File: src/rtl/addsub_seq.sv
// Multi-cycle adder/subtractor: processes CHUNK bits per clock, LS chunk first,
// and publishes the result and flags only when the last chunk completes.
module addsub_seq #(
  parameter int WIDTH = 32,
  parameter int CHUNK = 8
) (
  input  logic             clk,
  input  logic             rst_n,
  input  logic             start,
  input  logic             mode,
  input  logic [WIDTH-1:0] input1,
  input  logic [WIDTH-1:0] input2,
  output logic             busy,
  output logic             done,
  output logic [WIDTH-1:0] out,
  output logic             carry_out,
  output logic             overflow,
  output logic             zero,
  output logic [1:0]       dbg_state
);

  localparam int N  = WIDTH / CHUNK;
  localparam int KW = (N > 1) ? $clog2(N) : 1;

  localparam logic [1:0] S_IDLE = 2'd0;
  localparam logic [1:0] S_RUN  = 2'd1;
  localparam logic [1:0] S_DONE = 2'd2;

  // Handshake: start is a one-cycle request with no ready; it is taken only
  // while busy is low (IDLE or DONE) and silently dropped while busy is high.

  logic [1:0]       state_q, state_d;
  logic [KW-1:0]    k_q, k_d;
  logic [WIDTH-1:0] a_q, a_d;
  logic [WIDTH-1:0] b_q, b_d;
  logic [WIDTH-1:0] acc_q, acc_d;
  logic             carry_q, carry_d;
  logic [WIDTH-1:0] out_q, out_d;
  logic             cout_q, cout_d;
  logic             ovf_q, ovf_d;
  logic             zero_q, zero_d;

  logic [CHUNK-1:0] a_chunk;
  logic [CHUNK-1:0] b_chunk;
  logic [CHUNK:0]   chunk_sum;
  logic [WIDTH-1:0] acc_next;
  logic             last_chunk;

  // Operands shift right each RUN cycle, so the active chunk is always bit 0;
  // the accumulator fills from the top and is complete after N shifts.
  always_comb begin
    a_chunk    = a_q[CHUNK-1:0];
    b_chunk    = b_q[CHUNK-1:0];
    chunk_sum  = {1'b0, a_chunk} + {1'b0, b_chunk} + {{CHUNK{1'b0}}, carry_q};
    acc_next   = (acc_q >> CHUNK) | (WIDTH'(chunk_sum[CHUNK-1:0]) << (WIDTH - CHUNK));
    last_chunk = (k_q == KW'(N - 1));
  end

  always_comb begin
    state_d = state_q;
    k_d     = k_q;
    a_d     = a_q;
    b_d     = b_q;
    acc_d   = acc_q;
    carry_d = carry_q;
    out_d   = out_q;
    cout_d  = cout_q;
    ovf_d   = ovf_q;
    zero_d  = zero_q;
    case (state_q)
      S_IDLE, S_DONE: begin
        if (start) begin
          state_d = S_RUN;
          a_d     = input1;
          b_d     = mode ? ~input2 : input2;
          carry_d = mode;
          k_d     = '0;
          acc_d   = '0;
        end else begin
          state_d = S_IDLE;
        end
      end
      S_RUN: begin
        a_d     = a_q >> CHUNK;
        b_d     = b_q >> CHUNK;
        acc_d   = acc_next;
        carry_d = chunk_sum[CHUNK];
        k_d     = k_q + KW'(1);
        if (last_chunk) begin
          // On the last chunk bit CHUNK-1 of a_q/b_q holds the operand MSBs.
          state_d = S_DONE;
          k_d     = '0;
          out_d   = acc_next;
          cout_d  = chunk_sum[CHUNK];
          ovf_d   = (a_q[CHUNK-1] == b_q[CHUNK-1]) &&
                    (chunk_sum[CHUNK-1] != a_q[CHUNK-1]);
          zero_d  = (acc_next == '0);
        end
      end
      default: state_d = S_IDLE;
    endcase
  end

  always_ff @(posedge clk) begin
    if (!rst_n) begin
      state_q <= S_IDLE;
      k_q     <= '0;
      a_q     <= '0;
      b_q     <= '0;
      acc_q   <= '0;
      carry_q <= 1'b0;
      out_q   <= '0;
      cout_q  <= 1'b0;
      ovf_q   <= 1'b0;
      zero_q  <= 1'b0;
    end else begin
      state_q <= state_d;
      k_q     <= k_d;
      a_q     <= a_d;
      b_q     <= b_d;
      acc_q   <= acc_d;
      carry_q <= carry_d;
      out_q   <= out_d;
      cout_q  <= cout_d;
      ovf_q   <= ovf_d;
      zero_q  <= zero_d;
    end
  end

  assign busy      = (state_q == S_RUN);
  assign done      = (state_q == S_DONE);
  assign out       = out_q;
  assign carry_out = cout_q;
  assign overflow  = ovf_q;
  assign zero      = zero_q;
  assign dbg_state = state_q;

endmodule

File: config.mk
export PLATFORM = sky130hd
export DESIGN_NAME = addsub_seq
export DESIGN_NICKNAME = d
export VERILOG_FILES = /design/src/rtl/addsub_seq.sv
export SDC_FILE = /design/constraint.sdc
export NUM_CORES = 1
export LEC_CHECK = 0
export CAP_MARGIN = 25
export CELL_PAD_IN_SITES_DETAIL_PLACEMENT = 1
export CELL_PAD_IN_SITES_GLOBAL_PLACEMENT = 2
export CORE_MARGIN = 8
export CORE_UTILIZATION = 33
export DETAILED_ROUTE_END_ITERATION = 8
export PLACE_DENSITY = 0.91
export SLEW_MARGIN = 0
export SYNTH_ARGS = -nofsm -noshare
export SYNTH_HDL_FRONTEND = slang
export SYNTH_SLANG_ARGS = --single-unit
File: constraint.sdc
create_clock -name clk -period 5.5 [get_ports clk]
set_input_delay 1.375 -clock clk [delete_from_list [all_inputs] [get_ports clk]]
set_output_delay 1.375 -clock clk [all_outputs]
set_load 0.02 [all_outputs]
[Word level (Yosys, flattened, before mapping)]
Cells that the tools add are included.
Widths: inputs -> output; s select.
Word-level totals
  register bits: 136
  bits of input ports: 68
  output and inout port bits: 39
  word-level logic and storage cells: 44
Operators by class
  $add $sub $neg: 3
  eq/ne operators: 7
  muxes and demuxes: 15
  bitwise gates (word level): 2
  reduce and logical (&&, ||, !) cells: 7
Operator list (count)
  $pmux 32 s2: 3
  $mux 32: 4
  $logic_not 32->1: 1
  $not 32->32: 1
  $or 24x32->32: 1
  $add 8x8->9: 1
  $add 9x1->9: 1
  $pmux 2 s2: 2
  $mux 2: 3
  $eq 2x2->1 const B: 2
  $reduce_and 2->1: 2
  $add 2x1->2 const B: 1
  $eq 2x1->1 const B: 1
  $logic_not 2->1: 1
  $mux 1: 2
  $ne 2x1->1 const B: 1
  $ne 2x2->1 const B: 1
  $pmux 1 s2: 1
  $reduce_bool 2->1: 1
  $reduce_or 2->1: 1
  $eq 1x1->1: 1
  $logic_and 1x1->1: 1
  $ne 1x1->1: 1

[Logic depth before layout (Yosys ltp)]
Gate-level depths: netlist (run 1).
  word-level depth: 4
  mapped depth: 9
  gate-level depth less buffers: 9

[Least setup slack after synthesis (run 1)]
OpenSTA, ideal clock, no wires.
  path type: reg-to-output
  start point: register state_q[0] (netlist: dbg_state[0])
  end point: output port busy
  arrival: 1348 ps
  required time: 4125 ps
  path slack: 2777 ps
  stages on the path, launching flop included: 5
  buffers on the path: 2
  cell sequence: dfxtp_1 > nand2b_4 > inv_2 > clkbuf_1 > clkbuf_1
On the way
  cells in the longest elaborated chain, start to end: 1
RTL lines
  start: declaration: line 32  | logic [1:0] state_q, state_d;
  start signal: assignment: line 117  | state_q <= state_d;
  $eq 2x1->1: line 130  | assign busy = (state_q == S_RUN);
  end: declaration: line 13  | output logic busy,
Every way passes these cells.

[Worst setup path after layout (run 1)]
  start point: input port rst_n
  end point: register out_q[25] (netlist: out[25])
RTL lines
  start: declaration: line 8  | input logic rst_n,
  end signal: assignment: line 123  | out_q <= out_d;
  end: declaration: line 38  | logic [WIDTH-1:0] out_q, out_d;
No word-level cell between the ends.

==> results by group, run 1 <==
Timing
  – Unrepaired setup endpoints after global routing: no
  – Final Max Slew Viols: 0
  – Post-Route Skew: 0.00850 ns
  – Slew @ Worst Pin: 0.939 ns
  – Post-route minimum period: 3.25 ns
  – Max_slew headroom: 37.4%
  – Setup violators final: 0
  – Final Hold Fails: 0
  – Tcrit/Tclk final: 59.0%
  – Max Fclk: 308 MHz
  – Setup tns final: 0 ns

Clock tree
  – CTS clk-pin slew, worst paths: 0.06 ns
  – Number of CTS-inserted buffers: 17
  – Root buffer selected by CTS: clkbuf_16
  – Post-CTS Setup Repair Bufs: 0
  – CTS Hold Bufs: 0
  – Longest Clk Path Bufs: 2
  – Sink Count: 128
  – Worst-Skew Late Latency: 0.42 ns
  – Clock tree from TritonCTS: yes
  – H-tree Lvls: 4
  – Post-CTS sizing: 0

Routing
  – Starting DRT DRC Count: 274
  – DRC Markers: 0
  – Pre-antenna DRT Iters: 5
  – DR vias: 4702
  – Final antenna-violating net count: 0
  – Vias per cell: 5.09
  – Total wire length: 15800 um
  – Per-cell routed wire length: 17.1 um

Power
  – Final Power: 2.42 mW
  – Max IR drop VDD: 0.226 mV
  – Power Dens Cells: 340 nW/um^2
  – Pleak: 2.55 nW

Cells and area
  – Diode count: 0
  – Layout cells sized above 1: 6.78%
  – Fin nets: 773
  – Filler instances: 1831
  – Core Util, Final: 45.1%
  – Area Growth Syn to Fin: 34.9%
  – Area of the multi-input gates: 2480 um^2
  – Register area: 2560 um^2

Synth
  – Synth unique cells: 40
  – Post-synth top area share: 48.6%
  – Synthesized area: 5270 um^2
  – Async set-reset flop share out of synthesis: 0%
  – Count leader, synth: dfxtp_1
  – Ys flop type: dfxtp_1
  – Area contributors post-synth: dfxtp_1, a22oi_1, a21oi_1
  – Synth Area per Inst: 8.58 um^2
  – Syn nets: 692
  – Syn Inst Count: 614
  – Number of synthesis warnings: 0
  – Register area share after synthesis: 48.6%
  – Seq cells post-synth: 128
  – EDFF count, synth: 0
  – Yosys top cell by area: dfxtp_1
  – Synth cell count leaders: dfxtp_1, nand2_1, a22oi_1

Worst setup path
  – Critical Path End Type: register
  – R2r startpoint: dbg_state[0]
  – Max FO, Critical Path: 71
  – Critical Path Start Type: input port
  – Worst Setup SP: rst_n
  – CP required: 5.82 ns
  – Arrival time of the worst setup path: 3.57 ns
  – Crit Path Category: input port to register

Die
  – Number of cell rows: 46
  – Die footprint: 20300 um^2
  – Starting density of the core: 33.4%
  – # IOs: 107
  – Height of the die: 142 um
  – Die Wd: 142 um
  – Core Region: 15800 um^2

Global route
  – All-Layer GR Usage: 15.8%
  – Vias in the first global route: 4904
  – Remaining global-route overflow: 0
  – Global-route wire length before repair: 25100 um
  – Initial antenna violation count: 3
  – Pin count of the biggest net entering global routing: 74

Placed design
  – GPL Wtd Cong: 0.799
  – Port buffer count: 106
  – HPWL Detailed: 10900 um

Min path
  – Worst hold start: a_q[19]
  – Worst hold path class: register to register

Run status
  – Status: completed

Run
  – Max Cap Violations: 0
-- final timing paths --
| kind | to | slack (ns) | cells after the start |
|---|---|---|---|
| worst max-delay path | out[25] | 2.25 | 4 |
| worst min-delay path | a_q[19] | 0.46 | 2 |
| worst max register to register | zero | 2.64 | 8 |
| worst min register to register | a_q[19] | 0.46 | 2 |
-- layout by cell type (no fill, tap or decap), types with 2 or more instances in the layout --
master / n
fa_1: 2
nor4b_1: 2
inv_1: 7
and3_1: 2
a211oi_1: 2
clkdlybuf4s50_1: 105
nor3_1: 4
nand2b_1: 2
nand4_1: 2
clkbuf_16: 17
clkbuf_8: 6
buf_4: 3
bufinv_16: 2
nand2_1: 107
nand3_1: 4
xnor2_1: 3
o22ai_1: 2
o21a_1: 3
dfxtp_1: 128
a21oi_1: 85
xor2_1: 35
a22oi_1: 86
nor4_1: 4
o21ai_0: 3
buf_12: 2
clkinv_2: 4
nor2_1: 58
ha_1: 8
-- worst max-delay path: stages --
cell	delay (ns)
clkdlybuf4s50_1	0.64
clkinv_2	0.63
buf_4	0.60
a211oi_1	0.29
-- registers in the layout, summed over array words and instances (netlist names) --
name and count:
carry_q 1, b_q 32, a_q 32, k_q 2, acc_q 24, overflow 1
zero 1, dbg_state 2, carry_out 1, out 32
-- kinds of logic (layout without fill, tap and decap cells) --
logic type	count (synthesis)	after routing	synth area share [%]
xor gates and xnor gates	38	38	6.32
AOI/OAI and AO/OA	186	186	22.5
adders and majority gates	10	10	2.66
and+or+nand+nor	193	193	15.3
DFF	128	128	48.6
buffers and inverters	59	153	4.53
-- report_power, final --
group	total [mW]	leakage (nW)	switching (mW)	internal, mW
clock	1.15	0.303	0.410	0.739
sequential	0.997	1.04	0.0289	0.968
combinational	0.273	1.21	0.153	0.120
total	2.42	2.55	0.592	1.83
-- stage by stage --
step / hold slack, ns / cell area [um^2] / setup slack [ns] / cells
floorplan: 0.436 / 5270 / 2.78 / 614
global placement: 0.445 / 6450 / 1.93 / 890
detailed placement: 0.448 / 6450 / 1.82 / 890
CTS: 0.459 / 7060 / 2.26 / 922
global route: 0.473 / 7110 / 2.10 / 924
finish: 0.457 / 7110 / 2.25 / 924
-- layer usage --
| metal | part of all wire (%) | routed length [um] | global-route usage, % |
|---|---|---|---|
| met1 | 43 | 6780 | 17.8 |
| met2 | 49 | 7810 | 26.9 |
| met3 | 5.3 | 841 | 5.07 |
| met4 | 2.1 | 338 | 6.99 |
| met5 | 0.22 | 34 | 0 |
-- final cells by class --
cell class / instances / area share [%]
well taps: 216 / 3.80
repair buffers: 112 / 16.1
multi-input cells: 427 / 34.9
flip-flops and latches: 128 / 36.1
clock buffers: 24 / 7.20
inverters: 9 / 0.493
clock inverters: 8 / 1.41
No activity file was read; power rests on OpenSTA's default activity.
==> run 2, diff against run 1 <==
--- a/config.mk
+++ b/config.mk
@@ -9,9 +9,9 @@
 export CELL_PAD_IN_SITES_DETAIL_PLACEMENT = 1
 export CELL_PAD_IN_SITES_GLOBAL_PLACEMENT = 2
 export CORE_MARGIN = 8
-export CORE_UTILIZATION = 33
+export CORE_UTILIZATION = 27
 export DETAILED_ROUTE_END_ITERATION = 8
-export PLACE_DENSITY = 0.91
+export PLACE_DENSITY = 0.81
 export SLEW_MARGIN = 0
 export SYNTH_ARGS = -nofsm -noshare
 export SYNTH_HDL_FRONTEND = slang
==> constraint.sdc (replaced) <==
create_clock -name clk -period 2.82 [get_ports clk]
set_input_delay 0.705 -clock clk [delete_from_list [all_inputs] [get_ports clk]]
set_output_delay 0.705 -clock clk [all_outputs]
set_load 0.02 [all_outputs]
==> run 2 against run 1 <==
Worst hold slack worse by 0.0027 ns. Global-route usage shrank 1.8 points. Combinational power grew 100%. Clock power is 92% higher. Total power is 94% higher. Register-to-register slack worse by 2.4 ns. Setup slack worse by 2.0 ns. Via count shrank 0.45%. Flip-flop and latch count unchanged. Cell area rose by 1.3%.
==> results by group, run 2 (same netlist as run 1, synthesis figures left out) <==
Run
  – Max Cap Violations: 0 (unchanged)

Worst setup path
  – Worst path max stage delay: 0.56 ns (-0.08 ns)
  – Worst path top cell family by delay: adder cells
  – Slowest CP cell: fa_1
  – Max FO, Critical Path: 3 (-96%)
  – Critical Path End Type: register
  – CP required: 3.18 ns (-2.64 ns)
  – Arrival time of the worst setup path: 2.98 ns (-0.59 ns)
  – Critical Path Start Type: register
  – Critical path buffers and inverters: 1 (-2)
  – Crit Path Category: register to register
  – Most frequent CP cell: fa_1
  – Crit-path cells: inv_1, fa_1, fa_1, nor4b_1, nand4_1, or4_4, nor3_2, a31o_1

Global route
  – All-Layer GR Usage: 13.9% (-1.8 points)
  – Busiest grt layer: met2
  – Remaining global-route overflow: 0 (unchanged)
  – Pin count of the biggest net entering global routing: 77 (+4.1%)
  – Global-route wire length before repair: 26700 um (+6.3%)
  – Met2 Use GR: 23.4% (-3.5 points)
  – Grt met1 use: 16.4% (-1.4 points)
  – Met3 Use GR: 4.71% (-0.36 points)
  – Vias in the first global route: 4969 (+1.3%)
  – Initial antenna violation count: 0 (-3)

Placed design
  – GPL Wtd Cong: 0.787 (-1.5%)
  – Port buffer count: 106 (unchanged)
  – Dpl cells: 948 (+6.5%)
  – HPWL Detailed: 12000 um (+9.8%)

Timing
  – Max_slew headroom: 58.0% (+21 points)
  – Setup tns final: 0 ns (unchanged)
  – Unrepaired setup endpoints after global routing: no
  – Final Hold Fails: 0 (unchanged)
  – Post-route minimum period: 2.62 ns
  – Post-Route Skew: 0.00859 ns (+0.0000875 ns)
  – Setup violators final: 0 (unchanged)
  – Max Fclk: 382 MHz
  – Slew @ Worst Pin: 0.630 ns (-0.309 ns)
  – Final Max Slew Viols: 0 (unchanged)
  – Tcrit/Tclk final: 92.7%

Clock tree
  – Longest Clk Path Bufs: 2 (unchanged)
  – Clock tree from TritonCTS: yes
  – H-tree Lvls: 4 (unchanged)
  – Root buffer selected by CTS: clkbuf_16
  – Worst-Skew Late Latency: 0.42 ns (about the same)
  – Sink Count: 128 (unchanged)
  – Post-CTS sizing: 0 (unchanged)
  – CTS Hold Bufs: 0 (unchanged)
  – CTS clk-pin slew, worst paths: 0.05 ns (about the same)
  – Post-CTS Setup Repair Bufs: 0 (unchanged)
  – Number of CTS-inserted buffers: 17 (unchanged)

Cells and area
  – Filler instances: 2249 (+23%)
  – Fin nets: 780 (+0.91%)
  – Post-Layout Cell Count: 980 (+6.1%)
  – Area of the multi-input gates: 2480 um^2 (unchanged)
  – Register area: 2560 um^2 (unchanged)
  – Layout cells sized above 1: 7.69% (+0.91 points)
  – Most common cell after layout, fill and taps aside: dfxtp_1
  – Area Growth Syn to Fin: 36.6%
  – Leading cell types in the layout, fill and taps excluded: dfxtp_1, nand2_1, clkdlybuf4s50_1
  – Diode count: 0 (unchanged)

Die
  – Height of the die: 156 um (+9.4%)
  – Starting density of the core: 27.3% (-6.2 points)
  – Core Region: 19300 um^2 (+23%)
  – Die Wd: 156 um (+9.4%)
  – # IOs: 107 (unchanged)
  – Number of cell rows: 51 (+11%)
  – Die footprint: 24200 um^2 (+20%)

Routing
  – Final antenna-violating net count: 0 (unchanged)
  – Starting DRT DRC Count: 235 (-14%)
  – Per-cell routed wire length: 16.8 um (-1.7%)
  – Pre-antenna DRT Iters: 4 (-1)
  – DR vias: 4681 (-0.45%)
  – Total wire length: 16500 um (+4.2%)
  – DRC Markers: 0 (unchanged)
  – Vias per cell: 4.78 (-6.1%)

Power
  – Pleak: 2.57 nW (+0.82%)
  – Power Dens Cells: 653 nW/um^2 (+92%)
  – Max IR drop VDD: 0.422 mV (+86%)

Min path
  – Worst hold path class: register to register

Run status
  – Status: completed
[run 2: cell type report]
| type | count | area share, % |
|---|---|---|
| Sequential cell | 128 | 35.6 |
| Clock buffer | 20 | 6.34 |
| Multi-Input combinational cell | 427 | 34.5 |
| Timing Repair Buffer | 119 | 16.5 |
| Clock inverter | 12 | 1.95 |
| Tap cell | 265 | 4.61 |
| Inverter | 9 | 0.487 |
[run 2: report_power, final]
| part | total, mW | internal (mW) | switching [mW] |
|---|---|---|---|
| sequential | 1.94 | 1.89 | 0.0540 |
| clock | 2.21 | 1.42 | 0.787 |
| combinational | 0.545 | 0.240 | 0.305 |
| total | 4.70 | 3.55 | 1.15 |
[run 2: worst paths after layout]
kind,start,end,slack (ns),cells after the start
max,a_q[0],zero,0.20,8
min,out[27],out[27],0.45,2
max reg2reg,a_q[0],zero,0.20,8
min reg2reg,out[27],out[27],0.45,2
[run 2: layer usage]
layer / vias to the layer above / part of all wire [%]
met5: - / 0
met4: 0 / 0.71
met3: 10 / 5.4
met2: 81 / 50
met1: 2283 / 44
li1: 2307 / -
[run 2: per-stage QoR]
step | total power, mW | hold WS, ns | cell area (um^2) | utilization (%) | setup slack [ns]
floorplan | 2.29 | 0.436 | 5270 | - | 0.393
global placement | 2.51 | 0.445 | 6600 | 34.1 | 0.305
detailed placement | 2.53 | 0.451 | 6600 | 34.1 | 0.201
CTS | 4.76 | 0.458 | 7200 | 37.2 | 0.179
global route | 4.90 | 0.480 | 7200 | 37.2 | 0.0675
finish | 4.70 | 0.454 | 7200 | 37.2 | 0.205
[run 2: worst register-to-register path: stages (launching register included)]
cell	delay (ns)
dfxtp_1	0.32
inv_1	0.06
fa_1	0.46
fa_1	0.56
nor4b_1	0.25
nand4_1	0.13
or4_4	0.50
nor3_2	0.12
a31o_1	0.16
